`src/rtl/shreg_pkg.sv`:
```
// rtl/shreg_pkg.sv - mode and FSM state types for the universal shift register
package shreg_pkg;

  typedef enum logic [2:0] {
    MODE_HOLD = 3'd0,
    MODE_LOAD = 3'd1,
    MODE_SHL  = 3'd2,
    MODE_SHR  = 3'd3,
    MODE_ROL  = 3'd4,
    MODE_ROR  = 3'd5,
    MODE_ASR  = 3'd6,
    MODE_RSVD = 3'd7
  } mode_e;

  typedef enum logic [1:0] {
    ST_IDLE = 2'd0,
    ST_BUSY = 2'd1,
    ST_DONE = 2'd2
  } state_e;

  // Only the shifting/rotating modes make sense as a repeated burst.
  function automatic logic is_burst_mode(input logic [2:0] m);
    return (m == MODE_SHL) || (m == MODE_SHR) || (m == MODE_ROL) ||
           (m == MODE_ROR) || (m == MODE_ASR);
  endfunction

endpackage

```
`src/rtl/shreg_step.sv`:
```
// rtl/shreg_step.sv - combinational single-step next-value function
module shreg_step
  import shreg_pkg::*;
#(
  parameter int WIDTH = 8
) (
  input  logic [WIDTH-1:0] q,
  input  logic [WIDTH-1:0] d,
  input  logic             i,
  input  mode_e            mode,
  output logic [WIDTH-1:0] q_next
);

  always_comb begin
    q_next = q;
    case (mode)
      MODE_LOAD: q_next = d;
      MODE_SHL:  q_next = {q[WIDTH-2:0], i};
      MODE_SHR:  q_next = {i, q[WIDTH-1:1]};
      MODE_ROL:  q_next = {q[WIDTH-2:0], q[WIDTH-1]};
      MODE_ROR:  q_next = {q[0], q[WIDTH-1:1]};
      MODE_ASR:  q_next = {q[WIDTH-1], q[WIDTH-1:1]};
      default:   q_next = q;
    endcase
  end

endmodule

```
`src/rtl/univ_shreg.sv`:
```
// rtl/univ_shreg.sv - universal shift register with single-step and counted bursts
module univ_shreg
  import shreg_pkg::*;
#(
  parameter int WIDTH = 8,
  parameter int CW    = $clog2(WIDTH + 1)
) (
  input  logic             c,
  input  logic             rst,
  input  logic [WIDTH-1:0] d,
  input  logic             i,
  input  logic [2:0]       mode,
  input  logic             en,
  input  logic             start,
  input  logic [CW-1:0]    cnt,
  output logic [WIDTH-1:0] q,
  output logic             so_l,
  output logic             so_r,
  output logic             busy,
  output logic             done
);

  state_e            state;
  state_e            state_nxt;
  mode_e             lat_mode;
  logic [CW-1:0]     lat_cnt;
  mode_e             step_mode;
  logic [WIDTH-1:0]  step_q;
  logic              accept;

  assign accept    = (state != ST_BUSY) && start && is_burst_mode(mode);
  // During a burst the latched mode drives the step; otherwise the live mode.
  assign step_mode = (state == ST_BUSY) ? lat_mode : mode_e'(mode);

  shreg_step #(
    .WIDTH(WIDTH)
  ) u_step (
    .q      (q),
    .d      (d),
    .i      (i),
    .mode   (step_mode),
    .q_next (step_q)
  );

  always_ff @(posedge c or posedge rst) begin
    if (rst) begin
      state <= ST_IDLE;
    end else begin
      state <= state_nxt;
    end
  end

  always_comb begin
    state_nxt = state;
    case (state)
      ST_IDLE, ST_DONE: begin
        if (accept) begin
          state_nxt = (cnt == '0) ? ST_DONE : ST_BUSY;
        end else begin
          state_nxt = ST_IDLE;
        end
      end
      ST_BUSY: begin
        if (lat_cnt == CW'(1)) begin
          state_nxt = ST_DONE;
        end
      end
      default: state_nxt = ST_IDLE;
    endcase
  end

  always_comb begin
    busy = (state == ST_BUSY);
    done = (state == ST_DONE);
  end

  always_ff @(posedge c or posedge rst) begin
    if (rst) begin
      q        <= '0;
      lat_mode <= MODE_HOLD;
      lat_cnt  <= '0;
    end else if (state == ST_BUSY) begin
      q       <= step_q;
      lat_cnt <= lat_cnt - CW'(1);
    end else if (accept) begin
      lat_mode <= mode_e'(mode);
      lat_cnt  <= cnt;
    end else if (en) begin
      q <= step_q;
    end
  end

  assign so_l = q[WIDTH-1];
  assign so_r = q[0];

endmodule

```
`config.mk`:
```
export PLATFORM = sky130hd
export DESIGN_NAME = univ_shreg
export DESIGN_NICKNAME = d
export VERILOG_FILES = /design/src/rtl/shreg_pkg.sv /design/src/rtl/shreg_step.sv /design/src/rtl/univ_shreg.sv
export SDC_FILE = /design/constraint.sdc
export NUM_CORES = 1
export LEC_CHECK = 0
export ABC_AREA = 1
export BUFFER_PORTS_ARGS = -buffer_cell sky130_fd_sc_hd__buf_2
export CAP_MARGIN = 20
export CORE_MARGIN = 2
export CORE_UTILIZATION = 40
export CTS_CLUSTER_DIAMETER = 150
export CTS_CLUSTER_SIZE = 25
export DETAILED_ROUTE_END_ITERATION = 7
export GPL_TIMING_DRIVEN = 1
export HOLD_SLACK_MARGIN = 0.1
export SLEW_MARGIN = 20
export SYNTH_ARGS = -nofsm -noshare
export SYNTH_HDL_FRONTEND = slang
export SYNTH_SLANG_ARGS = --single-unit
```
`constraint.sdc`:
```
create_clock -name c -period 1.89 [get_ports c]
set_input_delay 0.4725 -clock c [delete_from_list [all_inputs] [get_ports c]]
set_output_delay 0.4725 -clock c [all_outputs]
set_load 0.02 [all_outputs]
```
==> impl_metrics.yaml <==
logic_synthesis:
  yosysUniqueCellTypes: 27
  synth_area_leaders: "dfrtp_1 32%, nand2_1 21%, nand2_4 7.7%"
  synth_area_leader_cell: "dfrtp_1"
  syn_area_per_cell_um2: 7.212
  synth_seq_area_share_pct: 32.41
  synth-seq-cells: 17
  synth_fp_nets: 204
  syn_inst: 182
  ys_warn_count: 0
  yosysTopAreaCellShare_pct: 32.41
  syn_area_mm2: 0.001313
floorplan:
  initial_core_util_pct: 42.64
  rows: 20
  die_h_um: 61.28
  io_pins: 32
  core_area_mm2: 0.003078
  fp.dieW_um: 61.28
  dieArea_mm2: 0.003755
sta:
  fmax_mhz: 560.1
  setup_tns_ns: 0
  rsz0062_at_grt: "no"
  setup_viol: 0
  max-slew-margin-rel_pct: 75.30
  fin_skew_ns: 0.002494
  finalHoldViolCount: 0
  tightest_slew_ns: 0.3671
  slew_violations: 0
  min_period_ns: 1.785
  period_share_pct: 94.47
placement:
  dp.cells: 255
  io_buffers: 31
  dp_hpwl_um: 2308
  postPlaceCellArea_mm2: 0.001498
  globalplace.congestion: 0.9014
route:
  drtAntennaViolNets: 0
  num_vias: 1190
  viasPerCell: 4.595
  drt-total-wl_um: 2821
  drc_errors: 0
  first_iter_violations: 75
  wl_per_cell_um: 10.89
  first_pass_iters: 4
cells_and_area:
  fin_cells: 259
  final_area_mm2: 0.001525
  diodes: 0
  drive_above_1_share_pct: 29.30
  final_cell_mix: "73 x nand2_1, 31 x buf_2, 23 x inv_1"
  syn2layout_area_growth_pct: 16.21
  nets: 238
  layout_commonest_cell: "nand2_1"
  fillers: 311
global_route:
  grt_pass1_wl_um: 5023
  first_global_vias: 1167
  grt_max_degree: 18
  antenna_found_initial: 0
  grt_overflow: 0
  grt_usage_pct: 17.99
clock_tree:
  post_cts_resize_count: 0
  clkTransAtPathRegs_ns: 0.10
  ctsHtreeMaxLevel: 1
  clockBufferDepth: 2
  clk_latency_ns: 0.29
  cts_root_buf: "clkbuf_4"
  cts.sinks: 17
  cts_tree: "done"
  cts-buffers-inserted: 3
  holdBufCountCts: 0
  cts_setup_buffers: 0
power_and_ir_drop:
  p_leak_nw: 0.8673
  powerDensity_mw_per_mm2: 1980
  ir_worst_vdd_mv: 0.7155
setup_path:
  critical_path_arrival_ns: 1.31
  worstSetupPathType: "register to output port"
  cp_max_fo: 11
  critPathLaunchType: "register"
  endpoint_kind: "output port"
  r2r_cells: 12
  crit_required_ns: 1.42
status:
  status: "finished clean"
job:
  maxCapViolations: 0
min_path:
  min_path_type: "primary input to asynchronous set/reset pin"
kinds of logic (layout without fill, tap and decap cells):
| family | count (synthesis) | in the layout | synth area share (%) |
|---|---|---|---|
| adder cells (fa/ha/maj) | 2 | 2 | 1.906 |
| AND/OR/NAND/NOR | 114 | 114 | 46.04 |
| flip-flops | 17 | 17 | 32.41 |
| XOR/XNOR | 1 | 1 | 0.6674 |
| AO/OA/AOI/OAI | 17 | 17 | 7.721 |
| buffers and inverters | 31 | 64 | 11.25 |
cell type report:
class	instances	area [µm²]	share of cell area, %
Multi-Input combinational cell	134	739.5	48.48
Sequential cell	17	425.4	27.89
Timing Repair Buffer	34	177.7	11.65
Inverter	26	100.1	6.563
Tap cell	44	55.05	3.610
Clock buffer	3	22.52	1.477
Clock inverter	1	5.005	0.3281
registers in the layout, summed over array words and instances, names as in the netlist:
signal and flops:
lat_cnt 4, lat_mode 3, q 8, state 2
metrics by stage:
step,hold slack (ns),utilization (%),setup slack (ns),power (mW)
2_1_floorplan,0.3986,-,0.3832,2.466
3_3_place_gp,0.4970,48.66,0.2323,2.805
5_1_grt,0.1809,49.55,0.007373,3.374
4_1_cts,0.1597,49.55,0.08368,3.046
3_5_place_dp,0.4960,48.66,0.1838,2.836
6_report,0.1633,49.55,0.1045,3.020
routing by layer:
layer | up-vias | part of all wire (%) | GRT usage [%] | wire length [µm]
met3 | 6 | 4.7 | 4.412 | 132
met5 | - | 0 | 0 | 0
li1 | 635 | - | - | -
met1 | 521 | 47 | 24.48 | 1335
met4 | 0 | 1.8 | 7.764 | 51
met2 | 28 | 46 | 27.20 | 1302
final timing paths:
kind / end / start / slack, ns
setup / recovery: busy / state[1] / 0.10
hold / removal: q[7] / rst / 0.16
setup reg to reg: q[2] / state[1] / 0.17
hold reg to reg: q[1] / q[1] / 0.55
max in group asynchronous: q[5] / rst / 1.54
min in group c: lat_cnt[3] / cnt[3] / 0.44
cell usage after synthesis (all sizes together):
cell    instances
a21oi           5
ha              2
nor2            7
xor2            1
nand2          87
o22ai           2
nand3          16
o221ai          1
o21ai           5
a21boi          1
o31ai           1
nor4            1
dfrtp          17
o211ai          2
inv            26
nand4           3
buf             5
where the power goes:
part	internal [mW]	switching [mW]
logic	0.725	1.41
registers	0.546	0.144
clock network	0.0788	0.121
critical path, cell delays in order, from the launching register on:
cell and delay [ns]:
dfrtp_1 0.38, inv_2 0.13, nand2_4 0.15, inv_1 0.17, buf_2 0.19
(Power assumes the default switching activity.)
